--- src/rtl/addsub_pkg.sv ---
// Shared helpers for the segmented pipelined adder/subtractor: stage count,
// triangular skew-register offsets, saturation constants and parameter checks.
package addsub_pkg;

  function automatic int seg_count(input int n, input int seg);
    return n / seg;
  endfunction

  // Bit offset of stage k's slice in the packed upper-operand skew bank.
  function automatic int up_off(input int n, input int seg, input int k);
    return k * n - (seg * k * (k + 1)) / 2;
  endfunction

  // Bit offset of stage k's slice in the packed partial-sum bank.
  function automatic int sum_off(input int seg, input int k);
    return (seg * k * (k + 1)) / 2;
  endfunction

  // Max-positive (neg=0) or min-negative (neg=1) constant for width n (n <= 64).
  function automatic logic [63:0] sat_const(input int n, input logic neg);
    logic [63:0] msb;
    msb = 64'd1 << (n - 1);
    return neg ? msb : (msb - 64'd1);
  endfunction

  function automatic bit cfg_ok(input int n, input int m, input int seg);
    return (seg >= 1) && (n >= 2) && (n % seg == 0) && (m >= 2) && (m <= n) && (n <= 64);
  endfunction

endpackage

--- src/rtl/addsub_seg.sv ---
// SEG-bit ripple adder cell; also exposes the carry into its top bit so the
// final stage can form the signed-overflow flag.
module addsub_seg
  import addsub_pkg::*;
#(
  parameter int SEG = 4
) (
  input  logic [SEG-1:0] a_seg,
  input  logic [SEG-1:0] b_seg,
  input  logic           cin,
  output logic [SEG-1:0] sum,
  output logic           cout,
  output logic           c_msb
);

  generate
    if (SEG == 1) begin : g_single
      assign c_msb = cin;
    end else begin : g_low
      // Top bit of this sum is the carry into bit SEG-1.
      logic [SEG-1:0] low;
      assign low = {1'b0, a_seg[SEG-2:0]} + {1'b0, b_seg[SEG-2:0]}
                 + {{(SEG-1){1'b0}}, cin};
      assign sum[SEG-2:0] = low[SEG-2:0];
      assign c_msb        = low[SEG-1];
    end
  endgenerate

  assign sum[SEG-1] = a_seg[SEG-1] ^ b_seg[SEG-1] ^ c_msb;
  assign cout       = (a_seg[SEG-1] & b_seg[SEG-1]) | (a_seg[SEG-1] & c_msb)
                    | (b_seg[SEG-1] & c_msb);

endmodule

--- src/rtl/addsub_pipe_ext.sv ---
// Pipelined signed a +/- sign_extend(b), one SEG-bit carry segment per stage,
// valid/ready with global stall. Define ADDSUB_SAT_EN to clamp s on overflow.
module addsub_pipe_ext
  import addsub_pkg::*;
#(
  parameter int N     = 16,
  parameter int M     = 8,
  parameter int SEG   = 4,
  parameter int CNT_W = 8
) (
  input  logic             clk,
  input  logic             rst,
  input  logic             in_valid,
  output logic             in_ready,
  input  logic [N-1:0]     a,
  input  logic [M-1:0]     b,
  input  logic             sub,
  output logic             out_valid,
  input  logic             out_ready,
  output logic [N-1:0]     s,
  output logic             ovf,
  input  logic             ovf_clr,
  output logic [CNT_W-1:0] ovf_cnt
);

  localparam int STAGES = seg_count(N, SEG);
  localparam int UP_T   = up_off(N, SEG, STAGES - 1);
  localparam int UP_W   = (UP_T > 0) ? UP_T : 1;
  localparam int SUM_T  = sum_off(SEG, STAGES - 1);
  localparam int SUM_W  = (SUM_T > 0) ? SUM_T : 1;
  localparam int C_W    = (STAGES > 1) ? STAGES - 1 : 1;

  generate
    if (!cfg_ok(N, M, SEG)) begin : g_cfg_err
      $error("addsub_pipe_ext: need N%%SEG==0, 2<=M<=N, 2<=N<=64");
    end
  endgenerate

`ifdef ADDSUB_SAT_EN
  localparam logic [63:0]  MAX_POS64 = sat_const(N, 1'b0);
  localparam logic [63:0]  MIN_NEG64 = sat_const(N, 1'b1);
  localparam logic [N-1:0] MAX_POS   = MAX_POS64[N-1:0];
  localparam logic [N-1:0] MIN_NEG   = MIN_NEG64[N-1:0];
`endif

  logic             adv;
  logic [N-1:0]     ext_b;
  logic [N-1:0]     bx;
  logic [STAGES-1:0] v_reg;
  logic [UP_W-1:0]  a_up_reg, a_up_next;
  logic [UP_W-1:0]  bx_up_reg, bx_up_next;
  logic [SUM_W-1:0] sum_reg, sum_next;
  logic [C_W-1:0]   c_reg, c_next;
  logic [N-1:0]     s_next;
  logic             ovf_next;

  assign out_valid = v_reg[STAGES-1];
  assign adv       = !out_valid || out_ready;
  assign in_ready  = adv;

  generate
    if (M == N) begin : g_no_ext
      assign ext_b = b;
    end else begin : g_ext
      assign ext_b = {{(N-M){b[M-1]}}, b};
    end
  endgenerate

  assign bx = ext_b ^ {N{sub}};

  // Stage gi adds segment gi; skew banks are packed triangles so every
  // register bit is consumed by the next stage.
  genvar gi;
  generate
    for (gi = 0; gi < STAGES; gi++) begin : g_stg
      logic [SEG-1:0] a_seg, b_seg, seg_sum;
      logic           cin, cout;

      if (gi == 0) begin : g_src0
        assign a_seg = a[SEG-1:0];
        assign b_seg = bx[SEG-1:0];
        assign cin   = sub;
      end else begin : g_srcn
        assign a_seg = a_up_reg[up_off(N, SEG, gi - 1) +: SEG];
        assign b_seg = bx_up_reg[up_off(N, SEG, gi - 1) +: SEG];
        assign cin   = c_reg[gi-1];
      end

      if (gi < STAGES - 1) begin : g_pass
        localparam int UO = up_off(N, SEG, gi);
        localparam int UW = N - (gi + 1) * SEG;
        localparam int SO = sum_off(SEG, gi);
        logic c_msb_unused;

        addsub_seg #(.SEG(SEG)) u_seg (
          .a_seg (a_seg),
          .b_seg (b_seg),
          .cin   (cin),
          .sum   (seg_sum),
          .cout  (cout),
          .c_msb (c_msb_unused)
        );

        assign c_next[gi] = cout;

        if (gi == 0) begin : g_first
          assign a_up_next[UO +: UW]  = a[N-1:SEG];
          assign bx_up_next[UO +: UW] = bx[N-1:SEG];
          assign sum_next[SO +: SEG]  = seg_sum;
        end else begin : g_mid
          localparam int UOP = up_off(N, SEG, gi - 1);
          localparam int SOP = sum_off(SEG, gi - 1);
          assign a_up_next[UO +: UW]  = a_up_reg[UOP + SEG +: UW];
          assign bx_up_next[UO +: UW] = bx_up_reg[UOP + SEG +: UW];
          assign sum_next[SO +: (gi + 1) * SEG] = {seg_sum, sum_reg[SOP +: gi * SEG]};
        end
      end else begin : g_last
        logic           c_msb;
        logic [N-1:0]   raw;

        addsub_seg #(.SEG(SEG)) u_seg (
          .a_seg (a_seg),
          .b_seg (b_seg),
          .cin   (cin),
          .sum   (seg_sum),
          .cout  (cout),
          .c_msb (c_msb)
        );

        if (gi == 0) begin : g_raw0
          assign raw = seg_sum;
        end else begin : g_rawn
          assign raw = {seg_sum, sum_reg[sum_off(SEG, gi - 1) +: gi * SEG]};
        end

        assign ovf_next = c_msb ^ cout;
`ifdef ADDSUB_SAT_EN
        // With overflow, cout=0 means both effective operands were positive.
        assign s_next = ovf_next ? (cout ? MIN_NEG : MAX_POS) : raw;
`else
        assign s_next = raw;
`endif
      end
    end
  endgenerate

  always_ff @(posedge clk or posedge rst) begin
    if (rst) begin
      v_reg     <= '0;
      a_up_reg  <= '0;
      bx_up_reg <= '0;
      sum_reg   <= '0;
      c_reg     <= '0;
      s         <= '0;
      ovf       <= 1'b0;
    end else if (adv) begin
      v_reg     <= STAGES'({v_reg, in_valid});
      a_up_reg  <= a_up_next;
      bx_up_reg <= bx_up_next;
      sum_reg   <= sum_next;
      c_reg     <= c_next;
      s         <= s_next;
      ovf       <= ovf_next;
    end
  end

  always_ff @(posedge clk or posedge rst) begin
    if (rst) begin
      ovf_cnt <= '0;
    end else if (ovf_clr) begin
      ovf_cnt <= '0;
    end else if (out_valid && out_ready && ovf && (ovf_cnt != '1)) begin
      ovf_cnt <= ovf_cnt + CNT_W'(1);
    end
  end

endmodule
--- config.mk ---
export PLATFORM = sky130hd
export DESIGN_NAME = addsub_pipe_ext
export DESIGN_NICKNAME = d
export VERILOG_FILES = /design/src/rtl/addsub_pkg.sv /design/src/rtl/addsub_seg.sv /design/src/rtl/addsub_pipe_ext.sv
export SDC_FILE = /design/constraint.sdc
export NUM_CORES = 1
export LEC_CHECK = 0
export BUFFER_PORTS_ARGS = -buffer_cell sky130_fd_sc_hd__buf_2
export CORE_UTILIZATION = 61
export DETAILED_ROUTE_END_ITERATION = 7
export HOLD_SLACK_MARGIN = 0.03
export PLACE_DENSITY = 0.85
export SETUP_SLACK_MARGIN = 0.05
export SLEW_MARGIN = 20
export SYNTH_ARGS = -nofsm -noshare
export SYNTH_HDL_FRONTEND = slang
export SYNTH_SLANG_ARGS = --single-unit
--- constraint.sdc ---
create_clock -name clk -period 5.56 [get_ports clk]
set_input_delay 1.39 -clock clk [delete_from_list [all_inputs] [get_ports clk]]
set_output_delay 1.39 -clock clk [all_outputs]
set_load 0.1 [all_outputs]
Yosys cells after proc, flatten, opt, wreduce, memory -nomap -nowiden

Index checks and enable logic that the tools add are counted.

$add $sub $neg: 9
Equality and inequality tests: 1
Multiplexer cells: 2
Bitwise logic cells: 30
Reductions and logical operators: 6

Operator list:

| operator                                                       | count |
|---|---|
| 3-bit by 3-bit adder with 4-bit output                         | 4 |
| 4-bit by 1-bit adder with 4-bit output                         | 4 |
| 8-bit 2-to-1 mux                                               | 2 |
| 16-bit bitwise XOR                                             | 1 |
| 1-bit AND                                                      | 12 |
| 1-bit bitwise XOR                                              | 9 |
| 8-bit by 1-bit adder with 8-bit output (second input constant) | 1 |
| 8-bit != test (second input constant)                          | 1 |
| 1-bit OR                                                       | 8 |
| 1-bit logical AND                                              | 3 |
| 2-bit nonzero test                                             | 1 |
| 1-bit logical NOT                                              | 1 |
| 1-bit logical OR                                               | 1 |

Bits in registers: 104
Bits of input ports: 30
Output and inout port bits: 27
Word-level logic and storage cells: 56

Longest topological paths before layout

Word-level depth: 6
Mapped depth: 7
Mapped depth without buffers: 6

Hierarchy

Synthesis repeated with hierarchy kept, for this count alone.

Cells, all modules: 307
Area, all modules: 4071.4 um2

Modules (own cells, without submodules):

| module                                  | instances | cells an instance | area an instance (um2) | sequential area each (um2) |
|---|---|---|---|---|
| addsub_pipe_ext                         | 1         | 223               | 3442.1                 | 2152.1 |
| addsub_seg at g_stg[0].g_pass.u_seg ... | 3         | 21                | 157.7                  | 0.0 |
| addsub_seg at g_stg[3].g_last.u_seg     | 1         | 21                | 156.4                  | 0.0 |

Worst setup path after synthesis

OpenSTA, ideal clock, no wires.

Kind: input port to output port
From: input out_ready
To: output in_ready
Data arrival time: 2.260 ns
Required time: 4.170 ns
Setup slack: 1.910 ns
Cell stages on the path: 3
Buffers on the path: 2
Path through: nand2b_1 buf_2 buf_2

Longest elaborated chain between the ends: 1

Ends and longest elaborated chain:

| item             | RTL line              | text |
|---|---|---|
| start, declared  | addsub_pipe_ext.sv:19 | `input logic out_ready,` |
| 1-bit logical OR | addsub_pipe_ext.sv:58 | `assign adv = !out_valid \|\| out_ready;` |
| end, declared    | addsub_pipe_ext.sv:14 | `output logic in_ready,` |

Every way passes these cells.

Worst setup path in the final report

Same ends and word-level chain as after synthesis.

==> results.yml <==
outcome:
  status: "finished clean"
setup_path:
  end_kind: "primary output"
  crit_slowest_cell: "buf_2"
  cp.required_ps: 4170
  crit_buf_inv: 2
  reg2reg_slack_ps: 3410
  crit_chain: "buf_2 -> nand2b_4 -> buf_2"
  regToRegStartpoint: "bx_up_reg[22]"
  critPathMostFrequentCell: "buf_2"
  start_kind: "input pin"
  reg2reg_to: "s[15]"
  crit_type: "input pin to primary output"
  arrival_ps: 2190
  worst-path-max-fanout: 16
  r2r_cells: 5
  crit_family: "buffers and inverters"
  slowest_delay_ps: 470
routing:
  finalWirelength_mm: 6.13
  avgViaCountPerCell: 5.31
  routedWlPerCell_um: 14.4
  firstDrtPassIters: 4
  drtAntennaViolNets: 0
  vias: 2250
  drtIter0Drc: 73
  drc_errors: 0
power_and_ir_drop:
  p_comb_share_pct: 46.5
  power.share.clock_pct: 15.4
  power.density_nw_per_um2: 624
  p_int_mw: 1.47
  swShare_pct: 45.9
  vdd.ir_drop.worst_mv: 0.457
  p_leak_nw: 2.06
  seqPwrFrac_pct: 38.0
  switchingPower_mw: 1.25
sta:
  finClkSkew_ps: 8.51
  worst_pin_slew_ps: 922
  finalMaxSlewViolations: 0
  final_hold_viol_count: 0
  timing.max_slew.rel_slack_pct: 38.6
  max_freq_mhz: 280
  setup_tns_ps: 0
  rsz0062_at_grt: "no"
  period_share_pct: 64.3
  finalSetupViolCount: 0
  min_period_ps: 3580
placed_design:
  dp.cells: 408
  portBuffers: 56
  place.gp.congestion: 0.772
  dp_hpwl_mm: 4.29
clock_network:
  cts_resized: 0
  clk_latency_ps: 350
  post_cts_buffers: 0
  cts_sinks: 86
  htree_levels: 3
  root_buffer: "clkbuf_8"
  cts_tree: "done"
  cts-buffers-inserted: 9
  clockBufferDepth: 2
  cts.clk_slew.worst_paths_ps: 90
  cts_hold_buffers: 0
finish:
  instances_no_fill: 424
  fin_nets: 394
  drive_gt1_share_pct: 23.2
  syn_to_final_growth_pct: 13.6
  n_antenna_cell: 0
synth:
  syn-instance-count: 288
  netlist_area_um2: 3830
  yosysUniqueCellTypes: 29
  synth.largest_area_cell: "dfrtp_1"
  synth-edff-count: 0
  synthTopCellsByArea: "dfrtp_1, mux2_1, fa_1"
  ys_seq_elements: 86
  ys.warnings.count: 0
  synth_common_cells: "dfrtp_1, mux2_1, nor2_1, a21oi_1, inv_1"
  syn_nets: 338
  yosys.cell_count.top_type: "dfrtp_1"
  ys_seq_area_share_pct: 56.2
  postSynthAreaPerCell_um2: 13.3
  dominantRegCellSynth: "dfrtp_1"
  synth_top_area_share_pct: 56.2
  async_flop_share_pct: 100
global_route:
  gr-usage-met3_pct: 4.72
  grt_pass1_wl_mm: 10.2
  grt_max_degree: 89
  antenna_found_initial: 0
  gr-max-usage-layer: "met2"
  grt_overflow: 0
  use_met2_pct: 35.0
  track_usage_pct: 21.0
  grt_pass1_vias: 2251
  use_met1_pct: 26.1
min_path:
  whs_path_depth: 1
  hold_path.class: "flop to flop"
  worstHoldEndpoint: "v_reg[3]"
  hp-start: "v_reg[2]"
flow_run:
  cap_violations: 0
floorplanning:
  fp-row-count: 28
  die_width_um: 81.3
  top_level_ports: 57
  initial_core_util_pct: 64.0
  coreArea_um2: 5990
  die_h_um: 81.3
  dieArea_um2: 6600
-- cells in the final DEF (no fill, tap or decap), types with 3 or more instances in the layout --
master / instances
a21o_1: 6
a21oi_1: 19
buf_2: 56
clkbuf_8: 9
clkinv_2: 3
clkinvlp_4: 3
dfrtp_1: 86
fa_1: 11
ha_1: 9
inv_1: 12
mux2_1: 53
mux2i_1: 3
nand2_1: 10
nor2_1: 21
o21ai_0: 3
o21ai_1: 9
xnor2_1: 5
xor2_1: 11
-- cell families (layout without fill, tap and decap cells) --
logic type	count (synthesis)	count (layout)	synth area share (%)
AO/OA/AOI/OAI	40	40	6.20
XOR/XNOR	16	16	3.66
adder cells (fa/ha/maj)	20	20	8.68
buffers and inverters	26	87	3.04
flip-flops	86	86	56.2
multiplexers	57	57	16.7
AND/OR/NAND/NOR	43	43	5.62
-- worst max path at each step --
stage / slack, ps / cells past startpoint / startpoint / to
finish: 1980 / 3 / out_ready / in_ready
global route: 1960 / 3 / out_ready / in_ready
CTS: 1980 / 3 / out_ready / in_ready
detailed placement: 1980 / 3 / out_ready / in_ready
global placement: 1990 / 3 / out_ready / in_ready
floorplan: 1910 / 3 / out_ready / in_ready
-- power groups by stage --
stage                     Sequential (mW)  Clock [mW]  Combinational, mW
after detailed placement             1.05           0               1.27
after global placement               1.03           0               1.23
after global routing                 1.07       0.456               1.37
final                                1.03       0.419               1.26
after CTS                            1.04       0.433               1.28
after floorplan                      1.52           0              0.560
-- stage by stage --
| step | utilization (%) | area [µm²] | setup slack (ps) | hold slack, ps | power, mW |
|---|---|---|---|---|---|
| after floorplan | - | 3830 | 1910 | 427 | 2.08 |
| after global placement | 69.5 | 4160 | 1990 | 441 | 2.26 |
| after detailed placement | 69.5 | 4160 | 1980 | 457 | 2.32 |
| after CTS | 72.7 | 4350 | 1980 | 477 | 2.75 |
| after global routing | 72.7 | 4350 | 1960 | 503 | 2.90 |
| final | 72.7 | 4350 | 1980 | 475 | 2.72 |
-- metal layers --
layer  vias up  routed length [µm]
li1       1092                   -
met1      1110                2710
met2        37                3090
met3        11                 201
met4         0                 127
met5         -                   0
-- worst reg2reg max path, delay by kind of cell (launching register included) --
family / cells / cell delay, ps
adders and majority gates: 2 / 870
DFF: 1 / 460
AOI/OAI and AO/OA: 2 / 410
muxes: 1 / 300
-- layout make-up --
| cell class | instances | area, µm² |
|---|---|---|
| clock inverters | 6 | 62.6 |
| multi-input cells | 176 | 1570 |
| repair buffers | 58 | 295 |
| fillers | 404 | 1640 |
| well taps | 75 | 93.8 |
| inverters | 13 | 50.0 |
| flip-flops and latches | 86 | 2150 |
| clock buffers | 10 | 128 |
Note: power is estimated with default switching activity, not from simulation.
